## src/rtl/noc_input_port_buffer.sv

```systemverilog
// Wormhole input-port flit buffer: FIFO, head-flit route decode, locked route, credit return.
// Optional starvation monitor enabled by defining NOC_IBUF_STARVE_MON_EN.
module noc_input_port_buffer #(
  parameter int P            = 4,
  parameter int DEPTH        = 4,
  parameter int DATA_W       = 32,
  parameter int DST_W        = 2,
  parameter int STARVE_LIMIT = 15
) (
  input  logic              clk,
  input  logic              reset,
  input  logic [DATA_W+1:0] flit_in_i,
  input  logic              flit_in_wr_i,
  output logic              credit_o,
  output logic [P-1:0]      req_o,
  input  logic [P-1:0]      gnt_i,
  output logic [DATA_W+1:0] flit_out_o,
  output logic              flit_out_vld_o,
  output logic              lock_o,
  output logic              overflow_err_o,
  output logic              proto_err_o,
  output logic              starve_o
);

  localparam int FW = DATA_W + 2;
  localparam int AW = $clog2(DEPTH);
  localparam logic [AW:0] PTR_ONE = {{AW{1'b0}}, 1'b1};

  localparam logic [1:0] T_BODY   = 2'b00;
  localparam logic [1:0] T_TAIL   = 2'b01;
  localparam logic [1:0] T_HEAD   = 2'b10;
  localparam logic [1:0] T_SINGLE = 2'b11;

  typedef enum logic [0:0] {S_IDLE = 1'b0, S_ACTIVE = 1'b1} state_t;

  logic [FW-1:0] r_mem [DEPTH];
  logic [AW:0]   r_wr_ptr;
  logic [AW:0]   r_rd_ptr;
  state_t        r_state;
  state_t        w_state_nxt;
  logic [P-1:0]  r_port;
  logic [P-1:0]  w_port_nxt;
  logic          r_credit;
  logic          r_ovf;
  logic          r_proto;

  logic          w_empty;
  logic          w_full;
  logic [FW-1:0] w_head;
  logic [1:0]    w_type;
  logic [31:0]   w_dst_ext;
  logic          w_dst_ok;
  logic [P-1:0]  w_dec;
  logic [P-1:0]  w_req;
  logic          w_drop;
  logic          w_xfer;
  logic          w_deq;
  logic          w_wr_en;

  assign w_empty   = (r_wr_ptr == r_rd_ptr);
  assign w_full    = (r_wr_ptr[AW] != r_rd_ptr[AW]) && (r_wr_ptr[AW-1:0] == r_rd_ptr[AW-1:0]);
  assign w_head    = r_mem[r_rd_ptr[AW-1:0]];
  assign w_type    = w_head[FW-1:FW-2];
  assign w_dst_ext = 32'(w_head[DST_W-1:0]);
  assign w_dst_ok  = (w_dst_ext < 32'(P));

  // One-hot decode of the head flit destination
  always_comb begin
    w_dec = '0;
    for (int i = 0; i < P; i++) begin
      w_dec[i] = (w_dst_ext == 32'(i));
    end
  end

  // Request and drop decisions for the flit currently at the FIFO head
  always_comb begin
    w_req  = '0;
    w_drop = 1'b0;
    case (r_state)
      S_IDLE: begin
        if (w_empty) begin
          w_req = '0;
        end else if ((w_type == T_HEAD) || (w_type == T_SINGLE)) begin
          if (w_dst_ok) begin
            w_req = w_dec;
          end else begin
            w_drop = 1'b1;
          end
        end else begin
          w_drop = 1'b1;
        end
      end
      S_ACTIVE: begin
        if (w_empty) begin
          w_req = '0;
        end else begin
          w_req = r_port;
        end
      end
      default: begin
        w_req  = '0;
        w_drop = 1'b0;
      end
    endcase
  end

  assign w_xfer  = |(w_req & gnt_i);
  assign w_deq   = w_xfer | w_drop;
  assign w_wr_en = flit_in_wr_i && (!w_full || w_deq);

  // Route lock: a granted HEAD opens the worm, a granted TAIL closes it
  always_comb begin
    w_state_nxt = r_state;
    w_port_nxt  = r_port;
    case (r_state)
      S_IDLE: begin
        if (w_xfer && (w_type == T_HEAD)) begin
          w_state_nxt = S_ACTIVE;
          w_port_nxt  = w_req;
        end else begin
          w_state_nxt = S_IDLE;
        end
      end
      S_ACTIVE: begin
        if (w_xfer && (w_type == T_TAIL)) begin
          w_state_nxt = S_IDLE;
        end else begin
          w_state_nxt = S_ACTIVE;
        end
      end
      default: begin
        w_state_nxt = S_IDLE;
      end
    endcase
  end

  // FSM state and latched output port
  always_ff @(posedge clk or posedge reset) begin
    if (reset) begin
      r_state <= S_IDLE;
      r_port  <= '0;
    end else begin
      r_state <= w_state_nxt;
      r_port  <= w_port_nxt;
    end
  end

  // FIFO storage; contents are don't-care while the pointers say empty
  always_ff @(posedge clk) begin
    if (w_wr_en) begin
      r_mem[r_wr_ptr[AW-1:0]] <= flit_in_i;
    end
  end

  // FIFO pointers
  always_ff @(posedge clk or posedge reset) begin
    if (reset) begin
      r_wr_ptr <= '0;
      r_rd_ptr <= '0;
    end else begin
      if (w_wr_en) begin
        r_wr_ptr <= r_wr_ptr + PTR_ONE;
      end
      if (w_deq) begin
        r_rd_ptr <= r_rd_ptr + PTR_ONE;
      end
    end
  end

  // Credit return and sticky error flags
  always_ff @(posedge clk or posedge reset) begin
    if (reset) begin
      r_credit <= 1'b0;
      r_ovf    <= 1'b0;
      r_proto  <= 1'b0;
    end else begin
      r_credit <= w_deq;
      if (flit_in_wr_i && w_full && !w_deq) begin
        r_ovf <= 1'b1;
      end
      if (w_drop) begin
        r_proto <= 1'b1;
      end
    end
  end

`ifdef NOC_IBUF_STARVE_MON_EN
  localparam int SW = $clog2(STARVE_LIMIT + 1);
  localparam logic [SW-1:0] STARVE_MAX = SW'(STARVE_LIMIT);
  localparam logic [SW-1:0] CNT_ONE    = SW'(1);

  logic [SW-1:0] r_starve_cnt;

  // Saturating count of consecutive cycles spent requesting without a transfer
  always_ff @(posedge clk or posedge reset) begin
    if (reset) begin
      r_starve_cnt <= '0;
    end else if (w_xfer || (w_req == '0)) begin
      r_starve_cnt <= '0;
    end else if (r_starve_cnt != STARVE_MAX) begin
      r_starve_cnt <= r_starve_cnt + CNT_ONE;
    end else begin
      r_starve_cnt <= r_starve_cnt;
    end
  end

  assign starve_o = (r_starve_cnt == STARVE_MAX);
`else
  assign starve_o = 1'b0;
`endif

  assign req_o          = w_req;
  assign flit_out_o     = w_head;
  assign flit_out_vld_o = w_xfer;
  assign lock_o         = (r_state == S_ACTIVE);
  assign credit_o       = r_credit;
  assign overflow_err_o = r_ovf;
  assign proto_err_o    = r_proto;

endmodule
```

## config.mk

```make
export PLATFORM = sky130hd
export DESIGN_NAME = noc_input_port_buffer
export DESIGN_NICKNAME = d
export VERILOG_FILES = /design/src/rtl/noc_input_port_buffer.sv
export SDC_FILE = /design/constraint.sdc
export NUM_CORES = 1
export LEC_CHECK = 0
export ABC_CLOCK_PERIOD_IN_PS = 7700
export BUFFER_PORTS_ARGS = -buffer_cell sky130_fd_sc_hd__buf_2
export CELL_PAD_IN_SITES_DETAIL_PLACEMENT = 1
export CELL_PAD_IN_SITES_GLOBAL_PLACEMENT = 1
export CORE_MARGIN = 3
export CORE_UTILIZATION = 53
export DETAILED_ROUTE_END_ITERATION = 10
export GPL_ROUTABILITY_DRIVEN = 0
export PLACE_DENSITY_LB_ADDON = 0.1
export REMOVE_ABC_BUFFERS = 1
export SLEW_MARGIN = 20
export SYNTH_ARGS = -nofsm -noshare
export SYNTH_HDL_FRONTEND = slang
export SYNTH_SLANG_ARGS = --single-unit
```

## constraint.sdc

```tcl
create_clock -name clk -period 7.7 [get_ports clk]
set_clock_uncertainty 0.1 [all_clocks]
set_input_delay 0.385 -clock clk [delete_from_list [all_inputs] [get_ports clk]]
set_output_delay 0.385 -clock clk [all_outputs]
set_load 0.005 [all_outputs]
```

==> After elaboration in Yosys (flattened, before gate mapping) <==
Memories as Yosys holds them, arrays and structs flattened.
Index checks and enable logic that the tools add are counted.
{ "totals": {"ramBits": 136, "word_cells": 50, "regBits": 14, "mem_count": 1, "output_inout_bits": 44} }
{ "memory_table": {"columns": ["memory", "depth", "word_bits", "read_ports", "rd_ports_with_merged_regs", "write_ports", "line_no", "text"], "rows": [
  ["r_mem", 4, 34, 1, 0, 1, "36", "logic [FW-1:0] r_mem [DEPTH];"]
]} }
{ "op_classes": {"n_bitwise": 3, "n_eq_ne": 9, "reduce_logical": 13, "muxes": 14, "n_lt_le_gt_ge": 1, "addsub": 2} }
{ "op_table": {"columns": ["cell", "count"], "rows": [
  ["$logic_not A32 Y1", 1],
  ["$mux W4", 4],
  ["$eq A2 B2 Y1 const B", 4],
  ["$mux W1", 8],
  ["$pmux W4 S2", 1],
  ["$add A3 B1 Y3 const B", 2],
  ["$logic_and A1 B1 Y1", 6],
  ["$and A4 B4 Y4", 1],
  ["$eq A2 B1 Y1 const B", 2],
  ["$reduce_or A4 Y1", 1],
  ["$eq A3 B3 Y1", 1],
  ["$lt A2 B3 Y1 const B", 1],
  ["$eq A2 B2 Y1", 1],
  ["$logic_not A1 Y1", 2],
  ["$logic_or A1 B1 Y1", 2],
  ["$pmux W1 S2", 1],
  ["$reduce_and A2 Y1", 1],
  ["$ne A1 B1 Y1", 1],
  ["$not A1 Y1", 1],
  ["$or A1 B1 Y1", 1]
]} }

==> Depth between registers and ports, before layout <==
An unclocked memory read counts as a cell.
{ "logic_depth": {"word_depth": 13, "ltp_mapped": 8} }

==> Least setup slack after synthesis <==
OpenSTA, ideal clock, no wires.
{ "synth_path": {"path_type": "flip-flop to flip-flop", "startpoint": "register r_rd_ptr[0]", "endpoint": "memory r_mem[3][0] in the netlist's numbering, enable pin", "slack_ps": 3352, "n_path_buf": 2, "stages_incl_launch_ff": 8, "t_required_ps": 7160, "setup_time_ps": 440, "t_arrival_ps": 3808, "period_less_slack_ps": 4348, "path_cell_list": "dfrtp_1 buf_6 mux4_2 or4b_1 a211oi_2 a2111oi_1 buf_2 a21oi_1"} }
{ "synth_via": {"elab_chain_len": 13, "word_cells_on_any_way": 29} }
{ "synth_lines": {"columns": ["element", "line_no", "text"], "rows": [
  ["start, declared", "38", "logic [AW:0] r_rd_ptr;"],
  ["start signal, assigned", "165", "r_rd_ptr <= r_rd_ptr + PTR_ONE;"],
  ["$mem_v2 Z4 W34 (*)", null, null],
  ["net flit_out_o[1]", "17", "output logic [DATA_W+1:0] flit_out_o,"],
  ["$lt A2 B3 Y1 (tied with other cells)", "65", "assign w_dst_ok = (w_dst_ext < 32'(P));"],
  ["$mux W4", "84", "if (w_dst_ok) begin"],
  ["$mux W4", "83", "end else if ((w_type == T_HEAD) || (w_type == T_SINGLE)) begin"],
  ["$mux W4", "81", "if (w_empty) begin"],
  ["$pmux W4 S2", "79", "case (r_state)"],
  ["$and A4 B4 Y4", "107", "assign w_xfer = |(w_req & gnt_i);"],
  ["$reduce_or A4 Y1", "107", null],
  ["$or A1 B1 Y1 (*)", "108", "assign w_deq = w_xfer | w_drop;"],
  ["$logic_or A1 B1 Y1 (*)", "109", "assign w_wr_en = flit_in_wr_i && (!w_full || w_deq);"],
  ["$logic_and A1 B1 Y1 (*)", "109", null],
  ["$mux W1 (*)", "150", "if (w_wr_en) begin"],
  ["$mux W1 (implied by the code) (*)", "151", "r_mem[r_wr_ptr[AW-1:0]] <= flit_in_i;"],
  ["end, declared", "36", null]
]} }
The timed path passes the listed nets; every way through them passes the cells marked *.

==> Final worst setup path <==
{ "layout_path": {"startpoint": "register r_rd_ptr[1]", "endpoint": "memory r_mem[0][3] in the netlist's numbering, enable pin"} }
{ "layout_via": {"elab_chain_len": 13, "word_cells_on_any_way": 29} }
{ "layout_lines": {"columns": ["element", "line_no"], "rows": [
  ["$mem_v2 Z4 W34", null],
  ["$lt A2 B3 Y1 (tied with other cells)", "65"],
  ["$mux W4 / $logic_or A1 B1 Y1 (equally long branches)", "84, 83"],
  ["$mux W4", "83"],
  ["$mux W4", "81"],
  ["$pmux W4 S2", "79"],
  ["$and A4 B4 Y4", "107"],
  ["$reduce_or A4 Y1", "107"],
  ["$or A1 B1 Y1", "108"],
  ["$logic_or A1 B1 Y1 (*)", "109"],
  ["$logic_and A1 B1 Y1 (*)", "109"],
  ["$mux W1 (*)", "150"],
  ["$mux W1 (implied by the code) (*)", "151"]
]} }
Mark *: on every way between the ends. The rest lies on a longest branch, timed or not.

==> summary.md <==
| Metric | Value |
|---|---|
| Grt ovf | `0` |
| First-pass GRT wire length | `18300 um` |
| Total clock buffers created by CTS | `17` |
| Run status | `finished, final reports clean` |
| DRT iter0 DRCs | `around 110` |
| Vias in the first global route | `approximately 3300` |
| Net switching power | `0.542 mW` |
| Chip width | `110 um` |
| Crit Path Category | `reg -> reg` |
| Crit end category | `flop` |
| WP data arrival | `4.14 ns` |
| Leakage | `2.69 nW` |
| CTS H-Tree Depth | `4` |
| Hold Path Origin | `flit_in_wr_i` |
| CTS tree | `yes` |
| Crit-path max FO | `37` |
| Vias per cell | `around 5.4` |
| Sw Ratio | `24.6%` |
| CTS clk-pin slew, worst paths | `roughly 0.06 ns` |
| Flop pwr share | `50.3%` |
| Share of cells above drive strength 1 | `between 40% and 50%` |
| Final Cell Area | `7240 um2` |
| #FFs+latches synth | `150` |
| CTS max path bufs | `2` |
| Setup tns final | `0 ns` |
| Gr usage total | `21.6%` |
| Detail Placement HPWL | `6800 um` |
| Worst slew pin tran | `0.957 ns` |
| Starting Density | `55.2%` |
| First-pass DRT Iterations | `5` |
| Die area | `roughly 12000 um2` |
| Power share of the clock group | `37.0%` |
| YS warnings | `0` |
| Die H | `around 110 um` |
| Hold path cells | `2` |
| Setup WS post-layout | `approximately 3.6 ns` |
| Largest net degree at the start of global routing | `38` |
| VDD IR-drop max | `roughly 230 uV` |
| Setup Viol. Count Final | `0` |
| Reg-to-Reg Start | `r_rd_ptr[1]` |
| Max cap viols | `0` |
| Syn-to-layout area delta | `26.1%` |
| Pint | `1.66 mW` |
| Final Critical Period | `just over 4 ns` |
| Final Max Slew Viols | `0` |
| Startpoint Class | `flop` |
| Slowest stage cell, crit path | `dfrtp_2` |
| Buffers on Ports | `83` |
| Setup bufs post-CTS | `0` |
| Worst hold path class | `in -> reg` |
| Reg2Reg Depth | `7` |
| Inserted Diodes | `0` |
| Root Driver | `clkbuf_8` |
| Final #Nets | `436` |
| Sequential area share after synthesis | `77.2%` |
| Mapped Area | `between 5000 and 6000 um2` |
| Average cell area after synthesis | `about 22 um2` |
| # rows | `37` |
| CP peak stage delay | `between 0.9 and 1 ns` |
| DR DRC count | `0` |
| Crit path max-delay family | `simple AND/OR/NAND/NOR gates` |
| Dpl ws | `3.50 ns` |
| Synthesized instance count | `261` |
| Pwr per Cell Area | `approximately 300 nW/um2` |
| Reg2reg end | `r_mem[0][3]` |
| WP buf/inv | `1` |
| Hold WS | `0.0736 ns` |
| Synth cell types | `37` |
| Total wire length | `12000 um` |
| Max Fclk | `245 MHz` |
| DRT antenna net count | `0` |
| Clock tree sinks | `150` |
| Core Region | `10400 um2` |
| Via Count | `around 3000` |
| Most frequent cells in the layout | `136 x edfxtp_1, 83 x buf_2, 35 x dlygate4sd3_1` |
| Final Hold Vio Count | `0` |
| Relative slew slack | `between 30% and 40%` |
| WP data required | `approximately 7.8 ns` |
| Placed Cells | `472` |
| Fillers | `around 860` |
| RSZ-0062 raised after global routing | `no` |
| Cell Chain, Critical Path | `mux4_2, or4b_1, a211oi_2, a2111oi_2, buf_4, a21boi_1, and2_2` |
| Avg WL per Cell | `~22 um` |
| Clock insertion delay at the later pin of the skew report | `0.53 ns` |
| Finished Layout Cells | `538` |
| Hold EP | `overflow_err_o` |
| Commonest non-fill, non-tap cell in the layout | `edfxtp_1` |
| Flop2flop setup slack | `3.61 ns` |
| Comb pwr share | `12.7%` |
| IO Count | `85` |
| Final core utilization | `69.5%` |
| DP Area | `6320 um2` |
| Power, Total | `between 2 and 2.5 mW` |
| Initial antenna violation count | `0` |
| Fin crit share | `53.1%` |
==> per-layer routing <==
layer | track usage, % | wire (um) | up-vias
met5 | 0 | 0 | -
met4 | 6.95 | 123 | 0
met3 | 6.58 | 550 | 15
met2 | 36.7 | 6450 | 82
met1 | 26.8 | 4880 | 1494
li1 | - | - | 1324
==> worst max-delay path by stage <==
stage / start / end / slack [ns] / cells after the start
floorplan: r_rd_ptr[0] / r_mem[3][0] / 2.20 / 5
global placement: r_rd_ptr[1] / r_mem[0][25] / 3.64 / 7
detailed placement: r_rd_ptr[1] / r_mem[0][15] / 3.50 / 7
CTS: r_rd_ptr[1] / r_mem[0][10] / 3.53 / 7
global route: r_rd_ptr[1] / r_mem[0][3] / 3.31 / 7
finish: r_rd_ptr[1] / r_mem[0][3] / 3.61 / 7
==> sequential cells by signal, summed over array words and instances (netlist names) <==
name,flops
credit_o,1
lock_o,1
overflow_err_o,1
proto_err_o,1
r_mem,136
r_port,4
r_rd_ptr,3
r_wr_ptr,3
==> power by group through the flow <==
stage	clock, mW	sequential, mW	combinational [mW]
floorplan	0	1.10	0.157
global placement	0	1.11	0.261
detailed placement	0	1.12	0.267
CTS	0.827	1.11	0.287
global route	0.860	1.12	0.309
finish	0.815	1.11	0.281
==> layout make-up <==
cell class              count  area (um2)  share of cell area (%)
flip-flops and latches    150        4440                    61.2
well taps                 136         170                    2.35
inverters                   9        33.8                   0.466
repair buffers            121         788                    10.9
clock inverters            13         155                    2.14
clock buffers              18         418                    5.77
multi-input cells          91        1240                    17.2
==> kinds of logic after synthesis <==
group / count (synthesis) / synth area share, %
compound gates: 15 / 2.00
xor+xnor: 7 / 1.07
fa+ha+maj: 5 / 1.09
buf+inv: 20 / 1.55
flops: 150 / 77.2
mux: 39 / 14.6
other cells: 1 / 0.0653
simple gates: 24 / 2.48
==> cell usage after synthesis <==
library cell	instances	area, um2
edfxtp_1	136	4080
mux4_2	34	766
dfrtp_1	14	350
inv_1	9	33.8
nand2_1	8	30.0
xor2_1	6	52.6
and2_1	5	31.3
buf_1	5	18.8
ha_1	5	62.6
a21oi_1	4	20.0
mux2_4	4	60.1
a21boi_1	2	15.0
buf_2	2	10.0
clkbuf_1	2	7.51
nor2_1	2	7.51
nor3_1	2	10.0
a2111oi_1	1	10.0
a211oi_1	1	7.51
a211oi_2	1	12.5
a21oi_2	1	8.76
a311o_1	1	10.0
a41o_1	1	10.0
a41oi_1	1	8.76
buf_4	1	7.51
buf_6	1	11.3
conb_1	1	3.75
mux2_2	1	11.3
nand2b_1	1	6.26
nand4bb_1	1	11.3
nor3b_1	1	7.51
o211ai_1	1	7.51
o21ai_0	1	5.00
or3_1	1	6.26
or3_4	1	11.3
or4b_1	1	10.0
or4bb_1	1	11.3
xnor2_1	1	8.76
==> what timing repair did <==
item / in CTS / in global routing
endpoints found under the hold margin: 150 / 0
hold buffers: 35 / 0
resized for setup: 0 / 0
==> worst reg2reg max path: stages (launching register included) <==
cell and delay [ns]:
dfrtp_2 0.94, mux4_2 0.47, or4b_1 0.57, a211oi_2 0.24, a2111oi_2 0.08, buf_4 0.19, a21boi_1 0.27, and2_2 0.84
Power figures use the tool's default switching activity.
